[config.mk]
export PLATFORM = sky130hd
export DESIGN_NAME = mux41_arb
export DESIGN_NICKNAME = d
export VERILOG_FILES = /design/src/rtl/mux41_arb.sv
export SDC_FILE = /design/constraint.sdc
export NUM_CORES = 1
export LEC_CHECK = 0
export ABC_AREA = 1
export CORE_UTILIZATION = 50
export CTS_CLUSTER_SIZE = 25
export DETAILED_ROUTE_END_ITERATION = 10
export HOLD_SLACK_MARGIN = 0.05
export PLACE_DENSITY = 0.81
export SLEW_MARGIN = 20
export SYNTH_ARGS = -nofsm -noshare
export SYNTH_HDL_FRONTEND = slang
export SYNTH_SLANG_ARGS = --single-unit
[constraint.sdc]
create_clock -name clk -period 5.2 [get_ports clk]
set_input_delay 1.04 -clock clk [delete_from_list [all_inputs] [get_ports clk]]
set_output_delay 1.04 -clock clk [all_outputs]
set_load 0.03 [all_outputs]
[src/rtl/mux41_arb.sv]
// 4:1 round-robin arbitrated multiplexer with registered grant/select and a combinational data path.
// Optional per-owner hold timeout is compiled in with `define MUX41_ARB_TIMEOUT_EN.
module mux41_arb #(
  parameter int HOLD_MAX = 8
) (
  input  logic       clk,
  input  logic       rst_n,
  input  logic [3:0] req,
  input  logic [3:0] in1,
  input  logic [3:0] in2,
  input  logic [3:0] in3,
  input  logic [3:0] in4,
  output logic [3:0] gnt,
  output logic [1:0] sel,
  output logic [3:0] out,
  output logic       valid
);

  typedef enum logic {IDLE, GRANT} state_t;

  state_t     state_reg;
  logic [1:0] ptr_reg;
  logic [1:0] sel_reg;
  logic [3:0] gnt_reg;
  logic       valid_reg;

  if (HOLD_MAX < 2 || HOLD_MAX > 255) begin : g_hold_max_range
    $error("mux41_arb: HOLD_MAX must be within 2..255");
  end

  // Candidate tables: entry gi is the requester examined gi-th in search order.
  logic [1:0] next_base;
  logic [3:0] other_req;
  logic [1:0] idle_cand [4];
  logic [1:0] rot_cand  [4];
  logic [3:0] idle_hits;
  logic [3:0] rot_hits;

  assign next_base = sel_reg + 2'd1;
  assign other_req = req & ~gnt_reg;

  for (genvar gi = 0; gi < 4; gi++) begin : g_search
    assign idle_cand[gi] = ptr_reg + 2'(gi);
    assign rot_cand[gi]  = next_base + 2'(gi);
    assign idle_hits[gi] = req[idle_cand[gi]];
    assign rot_hits[gi]  = other_req[rot_cand[gi]];
  end

  logic       idle_hit;
  logic [1:0] idle_idx;
  logic       rot_hit;
  logic [1:0] rot_idx;

  always_comb begin
    idle_hit = |idle_hits;
    rot_hit  = |rot_hits;
    idle_idx = idle_cand[0];
    rot_idx  = rot_cand[0];
    for (int k = 3; k >= 0; k--) begin
      if (idle_hits[k]) idle_idx = idle_cand[k];
      if (rot_hits[k])  rot_idx  = rot_cand[k];
    end
  end

  logic hold_expired;
  logic owner_release;
  logic do_switch;

  assign owner_release = ~req[sel_reg];
  assign do_switch     = (state_reg == GRANT) && (owner_release || (hold_expired && rot_hit));

`ifdef MUX41_ARB_TIMEOUT_EN
  logic [7:0] hold_reg;

  assign hold_expired = (hold_reg == 8'(HOLD_MAX - 1));

  // Cleared while idle and on every hand-over, so each new owner starts at zero.
  always_ff @(posedge clk or negedge rst_n) begin
    if (!rst_n) begin
      hold_reg <= 8'd0;
    end else if (state_reg != GRANT || do_switch) begin
      hold_reg <= 8'd0;
    end else if (hold_expired) begin
      hold_reg <= 8'd0;
    end else begin
      hold_reg <= hold_reg + 8'd1;
    end
  end
`else
  assign hold_expired = 1'b0;
`endif

  always_ff @(posedge clk or negedge rst_n) begin
    if (!rst_n) begin
      state_reg <= IDLE;
      ptr_reg   <= 2'd0;
      sel_reg   <= 2'd0;
      gnt_reg   <= 4'b0000;
      valid_reg <= 1'b0;
    end else begin
      case (state_reg)
        IDLE: begin
          if (idle_hit) begin
            state_reg <= GRANT;
            sel_reg   <= idle_idx;
            gnt_reg   <= 4'b0001 << idle_idx;
            valid_reg <= 1'b1;
          end
        end
        GRANT: begin
          if (do_switch) begin
            ptr_reg <= next_base;
            if (rot_hit) begin
              // Hand over directly to the next requester without an idle bubble.
              sel_reg   <= rot_idx;
              gnt_reg   <= 4'b0001 << rot_idx;
              valid_reg <= 1'b1;
            end else begin
              state_reg <= IDLE;
              gnt_reg   <= 4'b0000;
              valid_reg <= 1'b0;
            end
          end
        end
        default: begin
          state_reg <= IDLE;
          gnt_reg   <= 4'b0000;
          valid_reg <= 1'b0;
        end
      endcase
    end
  end

  assign gnt   = gnt_reg;
  assign sel   = sel_reg;
  assign valid = valid_reg;

  always_comb begin
    case (sel_reg)
      2'd0:    out = in1;
      2'd1:    out = in2;
      2'd2:    out = in3;
      default: out = in4;
    endcase
    out = out & {4{valid_reg}};
  end

endmodule
**Yosys cells after proc, flatten, opt, wreduce, memory -nomap -nowiden**

Index checks and enable logic that the tools add are counted.

- Order comparisons: 9
- Reduce and logical (&&, ||, !) cells: 7
- Shifts and indexed selects: 2
- Equality and inequality tests: 5
- Muxes and demuxes: 42
- Bitwise gates (word level): 5
- Add/sub/neg operators: 7

Operators by type and width:

| operator | number |
|---|---|
| < comparator 2 x 3 -> 1 bit, second input constant | 9 |
| 2-to-1 mux 2 bit | 11 |
| binary-select mux 1 bit (select 2 bit) | 9 |
| 2-to-1 mux 1 bit | 14 |
| 2-to-1 mux 4 bit | 3 |
| case mux 4 bit (3 select lines) | 1 |
| adder 2 bit, second input constant | 4 |
| bitwise AND 4 bit | 2 |
| case mux 4 bit (2 select lines) | 1 |
| OR reduction 4 bit | 2 |
| << shifter 1 x 2 -> 4 bit, first input constant | 2 |
| adder 2 x 1 -> 2 bit, second input constant | 3 |
| inequality test 2 x 1 -> 1 bit, second input constant | 2 |
| inverter 4 bit | 1 |
| case mux 1 bit (2 select lines) | 2 |
| case mux 2 bit (2 select lines) | 1 |
| AND reduction 2 bit | 2 |
| AND reduction 3 bit | 1 |
| equality test 2 x 1 -> 1 bit, second input constant | 1 |
| equality test 2 bit, second input constant | 1 |
| logical NOT 2 bit | 1 |
| inequality test 2 bit, second input constant | 1 |
| inverter 1 bit | 2 |
| logical AND 1 bit | 1 |

- Bits of input ports: 22
- Output and inout bits: 11
- Register bits after elaboration: 10
- Logic and storage cells: 82

**Logic depth before layout (Yosys ltp)**

- Depth after elaboration: 12
- Gate-level depth with buffers: 16
- Depth with buffers taken out: 14

**Worst setup path after synthesis**

No wires, ideal clock.

- Path kind: flip-flop to output port
- From: reg sel_reg[0] (netlist: sel[0])
- To: out out[0]
- Required time: 4160 ps
- Path slack: 2465 ps
- Arrival time: 1695 ps
- Cell stages (with the launch flop): 7
- Buffers on the path: 2
- Cells stage by stage: dfrtp_1 > buf_6 > inv_4 > buf_12 > ha_1 > nand2_1 > a31oi_1

- Longest elaborated chain between the ends: 3
- Elaborated cells on any way between the ends: 5
- Classes of those cells: eq/ne: 2; mux: 1; bitwise: 1; reduce/logical: 1

Ends and longest elaborated chain:

| item | line | source |
|---|---|---|
| start, declared | 23 | `logic [1:0] sel_reg;` |
| start signal, assigned | 105 | `sel_reg <= idle_idx;` |
| start signal, assigned | 115 | `sel_reg <= rot_idx;` |
| equality test 2 bit (tied with other cells) | 139 | `case (sel_reg)` |
| case mux 4 bit (3 select lines) (*) | 139 |  |
| bitwise AND 4 bit (*) | 145 | `out = out & {4{valid_reg}};` |
| end, declared | 15 | `output logic [3:0] out,` |

Every way passes the cells marked *; elsewhere a longest branch is shown, timed or not.

**Worst setup path after layout**

- From: in in4[1]
- To: out out[1]

- Longest elaborated chain between the ends: 2

Ends and longest elaborated chain:

| item | line | source |
|---|---|---|
| start, declared | 12 | `input logic [3:0] in4,` |
| case mux 4 bit (3 select lines) | 139 |  |
| bitwise AND 4 bit | 145 |  |

Every way passes these cells.

==> flow_summary.json <==
{
  "path_clk_slew_ps": 60,
  "worst_clock_skew_ps": 2.925,
  "wl_met1_mm": 1.346,
  "syn_area_um2": 1190,
  "cts_setup_buffers": 0,
  "max_cap_viol_count": 0,
  "critPathMostFrequentCell": "clkdlybuf4s50_1",
  "cts_resized": 0,
  "dp.cells": 252,
  "final_cell_mix": "73 x nand2_1, 32 x clkdlybuf4s50_1, 24 x nand3_1, 20 x inv_1, 11 x nor2_1",
  "synthesis.nets": 221,
  "ir_worst_vdd_mv": 0.4917,
  "cp-start-kind": "input port",
  "path_buf_inv": 2,
  "async_reset_ff_share_pct": 100.0,
  "critPathKind": "in -> out",
  "startpoint": "in4[1]",
  "synth_edf_count": 0,
  "rr_endpoint": "gnt[3]$_DFFE_PN0P_",
  "dr_wl_met3_um": 243,
  "fp.dieW_um": 50.79,
  "p_seq_share_pct": 15.4,
  "cts_root_buffer": "clkbuf_4",
  "cts_tree": "yes",
  "grt.overflow.total": 0,
  "dp_slack_ps": 1700,
  "clk_latency_ps": 260,
  "r2r_start": "sel[0]$_DFFE_PN0P_",
  "end_kind": "output pin",
  "rsz0062_at_grt": "no",
  "layout_setup_ws_ps": 1690,
  "core-area_um2": 2233,
  "die_h_um": 50.79,
  "power_density_nw_per_um2": 794.9,
  "synth-main-ff-cell": "dfrtp_1",
  "ys_seq_elements": 10,
  "grt_pass1_wl_mm": 5.561,
  "cp_cell_sequence": "clkdlybuf4s50_1 -> o21ai_0 -> a31oi_1 -> clkdlybuf4s50_1",
  "drtIter0Drc": 21,
  "regToRegSetupSlack_ps": 2800,
  "clock_sinks": 10,
  "cp.required_ps": 4160,
  "setup_viol": 0,
  "grt_pass1_vias": 1359,
  "gp_congestion": 0.9967,
  "ys_warn_count": 0,
  "io_buffers": 32,
  "internal-power_uw": 497.7,
  "drive_gt1_share_pct": 11.01,
  "fmax_mhz": 284.9,
  "ctsHoldBuffers": 0,
  "first_pass_iters": 4,
  "crit_cells": 4,
  "syn_avg_cell_area_um2": 6.102,
  "final_common_cell": "nand2_1",
  "critPathMaxStageDelay_ps": 690,
  "cts_buffers": 3,
  "hold_violations": 0,
  "htreeDepth": 1,
  "holdPathStages": 2,
  "stdcell_count": 255,
  "clkPwrFrac_pct": 4.1,
  "min_from": "gnt[3]$_DFFE_PN0P_",
  "worst_pin_slew_ps": 529.4,
  "dp_hpwl_mm": 2.588,
  "ys_types": 26,
  "wl_met2_mm": 1.534,
  "period_minus_slack_ps": 3510,
  "fin_setup_tns_ps": 0,
  "largest_reg_flops": 4,
  "post-route-drc-count": 0,
  "drtAntennaViolNets": 0,
  "power.switching_uw": 717.7,
  "grt_antenna_before_repair": 0,
  "power_leakage_uw": 0.0007767,
  "initial_core_util_pct": 53.28,
  "hold_path.class": "reg -> reg",
  "synth_seq_area_share_pct": 21.03,
  "status": "finished, final reports clean",
  "grt_max_degree": 14,
  "worst_path_max_delay_cell": "clkdlybuf4s50_1",
  "p_comb_share_pct": 80.5,
  "routed_via_density": 5.475,
  "critPathArrivalTime_ps": 2470,
  "reg2reg_depth": 14,
  "syn_inst": 195,
  "cp_top_family": "buffers and inverters",
  "slew_viol_final": 0,
  "top_layer": "met4",
  "n_antenna_cell": 0,
  "period_share_pct": 67.50,
  "wirelength_mm": 3.193,
  "rows": 17,
  "vias": 1396,
  "drt-wirelength-per-cell_um": 12.52,
  "relSlewSlack_pct": 64.71,
  "nets": 255,
  "die_area_um2": 2579,
  "finalPower_uw": 1215,
  "p_sw_share_pct": 59.05,
  "syn2layout_area_growth_pct": 28.50,
  "num_io_pins": 33,
  "cts_buffer_depth": 2,
  "dpl-instance-area_um2": 1506,
  "grt_usage_pct": 28.12,
  "path_max_fanout": 1,
  "fin_area_um2": 1529,
  "hold_path_end": "gnt[3]$_DFFE_PN0P_"
}
[final cells by class]
cell class | instances | area [um^2]
Multi-Input combinational cell | 160 | 815.8
Fill cell | 199 | 704.4
Timing Repair Buffer | 32 | 320.3
Sequential cell | 10 | 250.2
Inverter | 22 | 85.08
Tap cell | 28 | 35.03
Clock buffer | 3 | 22.52
[synth_stat cells, types with 3 or more instances]
| cell | count | area share, % |
|---|---|---|
| nand2_1 | 73 | 23 |
| inv_1 | 20 | 6.3 |
| o21ai_1 | 4 | 1.7 |
| nand3_2 | 4 | 3.4 |
| nand2_4 | 3 | 2.8 |
| a31oi_1 | 5 | 2.6 |
| o21ai_0 | 9 | 3.8 |
| nor2_1 | 11 | 3.5 |
| dfrtp_1 | 10 | 21 |
| nand3_1 | 24 | 10 |
| ha_1 | 4 | 4.2 |
| nand2_2 | 9 | 4.7 |
| a21oi_1 | 6 | 2.5 |
[power groups by stage]
stage | logic (uW) | clock network, uW | registers (uW)
3_3_place_gp | 943 | 0 | 183
6_report | 978 | 49.7 | 188
5_1_grt | 1100 | 56.7 | 197
4_1_cts | 977 | 51.8 | 186
3_5_place_dp | 973 | 0 | 188
2_1_floorplan | 734 | 0 | 202
[kinds of logic (layout without fill, tap and decap cells)]
family / Yosys count / in the layout / synth area share [%]
AND/OR/NAND/NOR: 129 / 129 / 51.63
AO/OA/AOI/OAI: 26 / 26 / 11.99
buffers and inverters: 25 / 57 / 10.41
flip-flops: 10 / 10 / 21.03
adder cells (fa/ha/maj): 4 / 4 / 4.206
XOR/XNOR: 1 / 1 / 0.7362
[routing by layer]
layer / vias up / track usage [%]
met5: - / 0
met4: 0 / 11.11
met3: 9 / 3.030
met2: 55 / 52.67
met1: 637 / 31.98
li1: 695 / -
[worst min-delay path, stage by stage, from the launching register on]
cell	delay, ps
dfrtp_1	380
nand3_1	90
nand2_1	70
[through the flow]
step | utilization [%] | hold WS [ps]
floorplan | - | 551.1
global placement | 67.45 | 541.5
detailed placement | 67.45 | 548.5
CTS | 68.46 | 569.4
global route | 68.46 | 603.1
finish | 68.46 | 560.5
[worst max-delay path by stage]
stage,end,slack (ps)
2_1_floorplan,out[0],2470
3_3_place_gp,out[1],1730
3_5_place_dp,out[1],1700
4_1_cts,out[1],1690
5_1_grt,out[1],1660
6_report,out[1],1690
(Power assumes the default switching activity.)
